File: config.mk
export PLATFORM = sky130hd
export DESIGN_NAME = std_conv
export DESIGN_NICKNAME = d
export VERILOG_FILES = /design/src/rtl/std_conv.sv
export SDC_FILE = /design/constraint.sdc
export NUM_CORES = 2
export LEC_CHECK = 0
export CORE_ASPECT_RATIO = 1.5
export CORE_MARGIN = 4
export CORE_UTILIZATION = 30
export CTS_CLUSTER_SIZE = 40
export DETAILED_ROUTE_END_ITERATION = 8
export PLACE_DENSITY_LB_ADDON = 0.2
export RECOVER_POWER = 50
export SLEW_MARGIN = 25
export SYNTH_ARGS = -nofsm -noshare
export SYNTH_HDL_FRONTEND = slang
export SYNTH_SLANG_ARGS = --single-unit
File: constraint.sdc
create_clock -name clk -period 10.07 [get_ports clk]
set_input_delay 2.014 -clock clk [delete_from_list [all_inputs] [get_ports clk]]
set_output_delay 2.014 -clock clk [all_outputs]
set_load 0.01 [all_outputs]
File: src/rtl/std_conv.sv
// ============================================================================
//  std_conv : dense valid-mode 2-D convolution engine, single 32-bit BRAM port
//  Revision : 1.0
// ============================================================================
`default_nettype none

module std_conv #(
  parameter int N         = 2,
  parameter int M         = 2,
  parameter int K         = 3,
  parameter int IFM_R     = 15,
  parameter int IFM_C     = 15,
  parameter int OFM_R     = IFM_R - K + 1,
  parameter int OFM_C     = IFM_C - K + 1,
  parameter int IFM_BASE  = 0,
  parameter int KERN_BASE = IFM_BASE + N * IFM_R * IFM_C,
  parameter int OFM_BASE  = KERN_BASE + K * K * M * N
) (
  input  logic        clk,
  input  logic        reset,
  input  logic [31:0] ps_control,
  output logic [31:0] pl_status,
  output logic [31:0] BRAM_addr,
  input  logic [31:0] BRAM_rddata,
  output logic [31:0] BRAM_wrdata,
  output logic [3:0]  BRAM_we
);

  localparam logic [2:0] ST_IDLE   = 3'd0;
  localparam logic [2:0] ST_RD_IFM = 3'd1;
  localparam logic [2:0] ST_RD_W   = 3'd2;
  localparam logic [2:0] ST_CAP    = 3'd3;
  localparam logic [2:0] ST_MAC    = 3'd4;
  localparam logic [2:0] ST_WRITE  = 3'd5;
  localparam logic [2:0] ST_DONE   = 3'd6;

  localparam logic [15:0] C_N_LAST = 16'(N - 1);
  localparam logic [15:0] C_M_LAST = 16'(M - 1);
  localparam logic [15:0] C_K_LAST = 16'(K - 1);
  localparam logic [15:0] C_R_LAST = 16'(OFM_R - 1);
  localparam logic [15:0] C_C_LAST = 16'(OFM_C - 1);

  logic [2:0]  state_q, state_d;
  logic [15:0] m_q, m_d, r_q, r_d, c_q, c_d;
  logic [15:0] n_q, n_d, i_q, i_d, j_q, j_d;
  logic [31:0] acc_q, acc_d;
  logic [31:0] pix_q, pix_d;
  logic [31:0] addr_q, addr_d;
  logic [31:0] wrdata_q, wrdata_d;
  logic [3:0]  we_q, we_d;
  logic        done_q, done_d;

  logic        start;
  logic        last_tap;
  logic        last_pix;
  logic [31:0] ifm_addr;
  logic [31:0] kern_addr;
  logic [31:0] ofm_addr;
  logic [31:0] prod;
  logic        unused_ctrl;

  assign start       = ps_control[0];
  assign unused_ctrl = ^ps_control[31:1];

  assign last_tap = (n_q == C_N_LAST) && (i_q == C_K_LAST) && (j_q == C_K_LAST);
  assign last_pix = (m_q == C_M_LAST) && (r_q == C_R_LAST) && (c_q == C_C_LAST);

  // Byte addresses of the current tap operands and the current output pixel.
  assign ifm_addr  = (32'(IFM_BASE) + (32'(n_q) * 32'(IFM_R) + 32'(r_q) + 32'(i_q)) * 32'(IFM_C)
                      + 32'(c_q) + 32'(j_q)) << 2;
  assign kern_addr = (32'(KERN_BASE) + ((32'(m_q) * 32'(N) + 32'(n_q)) * 32'(K) + 32'(i_q)) * 32'(K)
                      + 32'(j_q)) << 2;
  assign ofm_addr  = (32'(OFM_BASE) + (32'(m_q) * 32'(OFM_R) + 32'(r_q)) * 32'(OFM_C)
                      + 32'(c_q)) << 2;

  assign prod = pix_q * BRAM_rddata;

  assign pl_status   = {31'b0, done_q};
  assign BRAM_addr   = addr_q;
  assign BRAM_wrdata = wrdata_q;
  assign BRAM_we     = we_q;

  always_ff @(posedge clk or posedge reset) begin
    if (reset) begin
      state_q  <= ST_IDLE;
      m_q      <= '0;
      r_q      <= '0;
      c_q      <= '0;
      n_q      <= '0;
      i_q      <= '0;
      j_q      <= '0;
      acc_q    <= '0;
      pix_q    <= '0;
      addr_q   <= '0;
      wrdata_q <= '0;
      we_q     <= '0;
      done_q   <= 1'b0;
    end else begin
      state_q  <= state_d;
      m_q      <= m_d;
      r_q      <= r_d;
      c_q      <= c_d;
      n_q      <= n_d;
      i_q      <= i_d;
      j_q      <= j_d;
      acc_q    <= acc_d;
      pix_q    <= pix_d;
      addr_q   <= addr_d;
      wrdata_q <= wrdata_d;
      we_q     <= we_d;
      done_q   <= done_d;
    end
  end

  always_comb begin
    state_d = state_q;
    case (state_q)
      ST_IDLE:   if (start) state_d = ST_RD_IFM;
      ST_RD_IFM: state_d = ST_RD_W;
      ST_RD_W:   state_d = ST_CAP;
      ST_CAP:    state_d = ST_MAC;
      ST_MAC:    state_d = last_tap ? ST_WRITE : ST_RD_IFM;
      ST_WRITE:  state_d = last_pix ? ST_DONE : ST_RD_IFM;
      ST_DONE:   if (!start) state_d = ST_IDLE;
      default:   state_d = ST_IDLE;
    endcase
  end

  // Read latency: address registered in RD_IFM/RD_W, iFM word arrives in CAP,
  // kernel word arrives in MAC.
  always_comb begin
    m_d      = m_q;
    r_d      = r_q;
    c_d      = c_q;
    n_d      = n_q;
    i_d      = i_q;
    j_d      = j_q;
    acc_d    = acc_q;
    pix_d    = pix_q;
    addr_d   = addr_q;
    wrdata_d = wrdata_q;
    we_d     = 4'h0;
    done_d   = (state_q == ST_DONE);
    case (state_q)
      ST_IDLE: begin
        m_d   = '0;
        r_d   = '0;
        c_d   = '0;
        n_d   = '0;
        i_d   = '0;
        j_d   = '0;
        acc_d = '0;
      end
      ST_RD_IFM: addr_d = ifm_addr;
      ST_RD_W:   addr_d = kern_addr;
      ST_CAP:    pix_d  = BRAM_rddata;
      ST_MAC: begin
        acc_d = acc_q + prod;
        if (j_q == C_K_LAST) begin
          j_d = '0;
          if (i_q == C_K_LAST) begin
            i_d = '0;
            n_d = (n_q == C_N_LAST) ? '0 : n_q + 16'd1;
          end else begin
            i_d = i_q + 16'd1;
          end
        end else begin
          j_d = j_q + 16'd1;
        end
      end
      ST_WRITE: begin
        addr_d   = ofm_addr;
        wrdata_d = acc_q;
        we_d     = 4'hF;
        acc_d    = '0;
        if (c_q == C_C_LAST) begin
          c_d = '0;
          if (r_q == C_R_LAST) begin
            r_d = '0;
            m_d = (m_q == C_M_LAST) ? '0 : m_q + 16'd1;
          end else begin
            r_d = r_q + 16'd1;
          end
        end else begin
          c_d = c_q + 16'd1;
        end
      end
      default: ;
    endcase
  end

endmodule

`default_nettype wire

### Word level (Yosys, flattened, before mapping)

Cells that the tools add are included.

| operators by class | value |
|---|---|
| $add $sub $neg | 18 |
| multiply operators | 7 |
| divide/modulo/power cells | 0 |
| magnitude comparators | 0 |
| equal/unequal tests | 18 |
| shift-type cells | 0 |
| mux-type cells | 26 |
| bitwise gates (word level) | 0 |
| reduce and logical (&&, ||, !) cells | 15 |

Operators with widths:

| operator | number |
|---|---|
| 2-to-1 mux 16 bit | 12 |
| case mux 16 bit (2 select lines) | 6 |
| adder 16 x 1 -> 16 bit, second input constant | 6 |
| case mux 32 bit (3 select lines) | 1 |
| case mux 32 bit (2 select lines) | 1 |
| adder 20 x 16 -> 21 bit | 3 |
| adder 26 x 16 -> 27 bit | 2 |
| multiplier 16 x 4 -> 20 bit, second input constant | 2 |
| adder 32 bit | 1 |
| == test 16 x 1 -> 1 bit, second input constant | 2 |
| == test 16 x 2 -> 1 bit, second input constant | 2 |
| == test 16 x 4 -> 1 bit, second input constant | 2 |
| multiplier 32 x 32 -> 32 bit | 1 |
| adder 27 x 16 -> 28 bit | 1 |
| adder 9 x 25 -> 26 bit, first input constant | 1 |
| multiplier 22 x 4 -> 26 bit, second input constant | 1 |
| adder 24 x 16 -> 25 bit | 1 |
| multiplier 21 x 4 -> 25 bit, second input constant | 1 |
| adder 9 x 23 -> 24 bit, first input constant | 1 |
| multiplier 21 x 2 -> 23 bit, second input constant | 1 |
| adder 21 x 16 -> 22 bit | 1 |
| case mux 3 bit (7 select lines) | 1 |
| multiplier 18 x 2 -> 20 bit, second input constant | 1 |
| adder 17 x 16 -> 18 bit | 1 |
| 13 further kinds | 32 |

| word-level totals | value |
|---|---|
| flip-flop bits (word level) | 232 |
| latch bits | 0 |
| RAM bits | 0 |
| ROM bits | 0 |
| input port bits | 66 |
| output and inout bits | 100 |
| logic and storage cells | 97 |
| memories kept | 0 |

### Depth between registers and ports, before layout

| logic depth | value |
|---|---|
| depth after elaboration | 7 |
| gate-level depth with buffers | 34 |
| mapped depth without buffers | 33 |

### Worst setup path before layout

OpenSTA, ideal clock, no wires.

| timing path | value |
|---|---|
| path type | input-to-reg |
| start point | input port BRAM_rddata[4] |
| end point | register acc_q[28] |
| library setup time | 133 ps |
| arrival | 8623 ps |
| data required time | 9937 ps |
| path slack | 1314 ps |
| stages | 26 |
| buffers on the path | 2 |
| path through | clkbuf_1 clkbuf_1 nand2_1 fa_1 inv_1 fa_1 inv_1 fa_1 inv_1 fa_1 fa_1 inv_1 fa_1 inv_1 fa_1 fa_1 ha_1 a21o_1 a21o_1 a21oi_1 o21ai_0 a311o_1 nor2_1 o21ai_0 xnor2_1 o21ai_0 |

| between the ends | value |
|---|---|
| longest elaborated chain between the ends | 3 |

Ends and longest elaborated chain:

| element | RTL line | source |
|---|---|---|
| start, declared | 24 | `input logic [31:0] BRAM_rddata,` |
| multiplier 32 x 32 -> 32 bit | 76 | `assign prod = pix_q * BRAM_rddata;` |
| adder 32 bit | 158 | `acc_d = acc_q + prod;` |
| case mux 32 bit (2 select lines) | 144 | `case (state_q)` |
| end signal, assigned | 92 | `acc_q <= '0;` |
| end signal, assigned | 106 | `acc_q <= acc_d;` |
| end, declared | 46 | `logic [31:0] acc_q, acc_d;` |

No other way between the ends.
A chain may end at the register's enable or synchronous reset.

### Worst setup path in the final report

| timing path | value |
|---|---|
| start point | input port BRAM_rddata[0] |
| end point | register acc_q[31] |

Same word-level chain as after synthesis.

==> impl_results.md <==
* Hold EP: acc_q[12]
* CTS root buffer: clkbuf_16
* Longest Clk Path Bufs at 3
* Antenna-violating nets left at 0
* # hold bufs at CTS at 0
* Vias/cell at roughly 4.8
* EDFF count, synth at 0
* Worst-Skew Late Latency at 0.63 ns
* Final WL at ~130,000 µm
* TritonCTS Buffers at 31
* Slowest stage delay, CP at 0.79 ns
* Count of cell types in the netlist at 86
* Area grow syn2layout at 9.91%
* RSZ-0062 raised after global routing: no
* Top FF cell, synth: dfrtp_1
* CP max stage cell: dlygate4sd3_1
* Vias in the first global route at around 33,000
* Crit path capture type: flip-flop
* Final TNS setup at 0 ns
* Post-CTS Setup Bufs at 0
* Final setup vio count at 0
* Global route overflow at 0
* Top delay family on crit path: adder cells
* Max Cap Violations at 4
* R2r startpoint: n_q[2]
* Final period util at between 90 and 100%
* Dpl hpwl at roughly 110,000 µm
* Reg clk slew, reported paths at around 0.06 ns
* WS Path Type: primary input to flip-flop
* FF-to-FF End: BRAM_addr[25]
* Hold Path Depth at 2
* CTS tree: built
* Vias at 30,300
* Final Hold Viols at 0
* DIE AREA at roughly 0.14 mm²
* Worst Hold Launch: acc_q[12]
* Buf/Inv on CP at 7
* Setup slack, reg-to-reg at 1.19 ns
* Sequential area share after synthesis at around 14%
* Cell mode on critical path: fa_1
* Residual DRC at 0
* 1st-iter DRT viols at ~1,500
* Row count at approximately 160
* Largest net degree at the start of global routing at 68
* Die W at between 300 and 400 µm
* Post-synth ARST share at 100%
* Max Fclk at around 0.11 GHz
* CP startpoint kind: primary input
* Initial antenna violation count at 4
* Placed cells at approximately 6,300
* Hold WC Path Type: flip-flop to flip-flop
* Rel. slew slack at -175%
* Critical path data arrival time at just under 10 ns
* Final Slew Violations at about 220
* Worst R2R Path Depth at 33
* Initial Util at a little under a third
* Port buffer count at 97
* Status: complete, but fails checks
* Clock sinks at 223
* Setup Skew at 0.0220 ns
* Synthesized area at approximately 0.040 mm²
* Mapped Cells at approximately 4,500
* Synth Warn # at 0
* #FFs+latches synth at around 220
* GP Congestion at 0.863
* Layout Cells excl Fill at between 6,000 and 7,000
* Placeable Area at 0.133 mm²
* Syn Area/Cell at a little under 9 µm²
* Drt first pass iters at 5
* First-pass GRT wire length at ~200,000 µm
* Routed WL per cell at ~20 µm
* Failing checks: max-capacitance violations, max-slew violations
* GRT Util Overall at 18.5%
* Min Tclk post-route at between 9 and 10 ns
* Slew of the pin with the lowest slew margin at between 4 and 5 ns
* Req. time, crit path at roughly 11 ns
* Post-CTS sizing at 0
* H-tree Lvls at 1
* Fin nets at 5,713
* Filler Cell Count at 14,000
* Layout cell share with drive strength beyond 1 at between 3 and 4%
* Chip height at 456 µm
* Largest fanout on the critical path at 12
* I/O Pins at around 170
layout by cell type, fill, tap and decap left out, drive strengths merged, types with 6 or more instances in the layout:
cell / instances
inv: 929
fa: 651
nand2: 641
ha: 428
o21ai: 240
dfrtp: 223
nor2: 157
xnor2: 154
a21oi: 143
and2: 107
xor2: 83
nand3: 77
buf: 70
clkdlybuf4s50: 64
clkbuf: 56
a21o: 42
conb: 37
nor3: 37
dlygate4sd3: 33
mux2: 33
and3: 29
o21a: 27
nand4: 25
nand2b: 23
or3: 21
o31ai: 21
a211oi: 19
o22ai: 19
nor2b: 17
a31oi: 16
o211ai: 15
nor4: 13
o21bai: 12
or2: 11
o2111ai: 8
a22o: 7
a221oi: 6
sequential cells by signal (all words and copies together) (netlist names):
name / cells
r_q: 16
pix_q: 32
BRAM_wrdata: 32
j_q: 16
m_q: 16
acc_q: 32
BRAM_addr: 26
state_q: 3
i_q: 16
BRAM_we: 1
n_q: 16
done_q: 1
c_q: 16
layout make-up:
class                   instances  area, µm²  area share (%)
diodes                          1       2.50         0.00568
clock buffers                  46        912            2.07
clock inverters                 6       86.3           0.196
inverters                     929       3490            7.91
multi-input cells            3206      30300            68.7
flip-flops and latches        223       5580            12.7
well taps                    1743       2180            4.95
repair buffers                177       1530            3.48
cell families after synthesis:
kind of cell / synth area share (%)
and+or+nand+nor: 13.4
DFF: 13.9
xor gates and xnor gates: 5.18
adders and majority gates: 45.9
other: 0.00935
AOI/OAI and AO/OA: 9.64
muxes: 1.03
buffers and inverters: 10.9
stage by stage:
| stage | hold slack (ns) | worst slack, ns | util, % | instance area [µm²] |
|---|---|---|---|---|
| 2_1_floorplan | 0.449 | 1.31 | - | 40200 |
| 3_3_place_gp | 0.462 | 0.316 | 32.4 | 43100 |
| 3_5_place_dp | 0.469 | 0.333 | 32.4 | 43100 |
| 4_1_cts | 0.483 | 0.982 | 33.2 | 44100 |
| 5_1_grt | 0.503 | 0.547 | 33.2 | 44100 |
| 6_report | 0.476 | 0.908 | 33.2 | 44100 |
synthesized netlist by cell type, types with 14 or more instances:
cell      number  area [µm²]
a211oi_1      19         143
a21o_1        42         315
a21oi_1      143         716
a31oi_1       16         100
and2_1       107         669
and3_1        29         181
buf_4         41         308
clkbuf_1     146         548
dfrtp_1      223        5580
fa_1         651       13000
ha_1         428        5360
inv_1        928        3480
mux2_2        32         360
nand2_1      641        2410
nand2b_1      23         144
nand3_1       77         385
nand4_1       24         150
nor2_1       153         574
nor2b_1       17         106
nor3_1        36         180
o211ai_1      15         113
o21a_1        27         203
o21ai_0      226        1130
o21ai_1       14        70.1
o22ai_1       19         119
o31ai_1       20         150
or3_1         21         131
xnor2_1      154        1350
xor2_1        83         727
tightest hold or removal path, delay by kind of cell (launching register included):
| kind | cells | cell delay (ns) |
|---|---|---|
| and+or+nand+nor | 1 | 0.04 |
| AOI/OAI and AO/OA | 1 | 0.06 |
| DFF | 1 | 0.34 |
how the worst max path moves through the flow:
stage | to | startpoint | slack [ns] | cells after the start
2_1_floorplan | acc_q[28] | BRAM_rddata[4] | 1.31 | 26
3_3_place_gp | acc_q[30] | BRAM_rddata[4] | 0.32 | 26
3_5_place_dp | acc_q[31] | BRAM_rddata[0] | 0.33 | 26
4_1_cts | acc_q[31] | BRAM_rddata[0] | 0.98 | 26
5_1_grt | acc_q[31] | BRAM_rddata[2] | 0.55 | 25
6_report | acc_q[31] | BRAM_rddata[0] | 0.91 | 26
routing by layer:
layer | GRT usage (%) | routed length [µm] | up-vias
met5 | 0 | 0 | -
met4 | 5.44 | 4230 | 0
met3 | 1.18 | 3150 | 188
met2 | 36.8 | 72200 | 494
met1 | 20.9 | 48800 | 15500
li1 | - | - | 14100
Power is left out: the tool's default activity adds up to more than one toggle a clock period on the data nets, which glitch-free logic cannot reach.
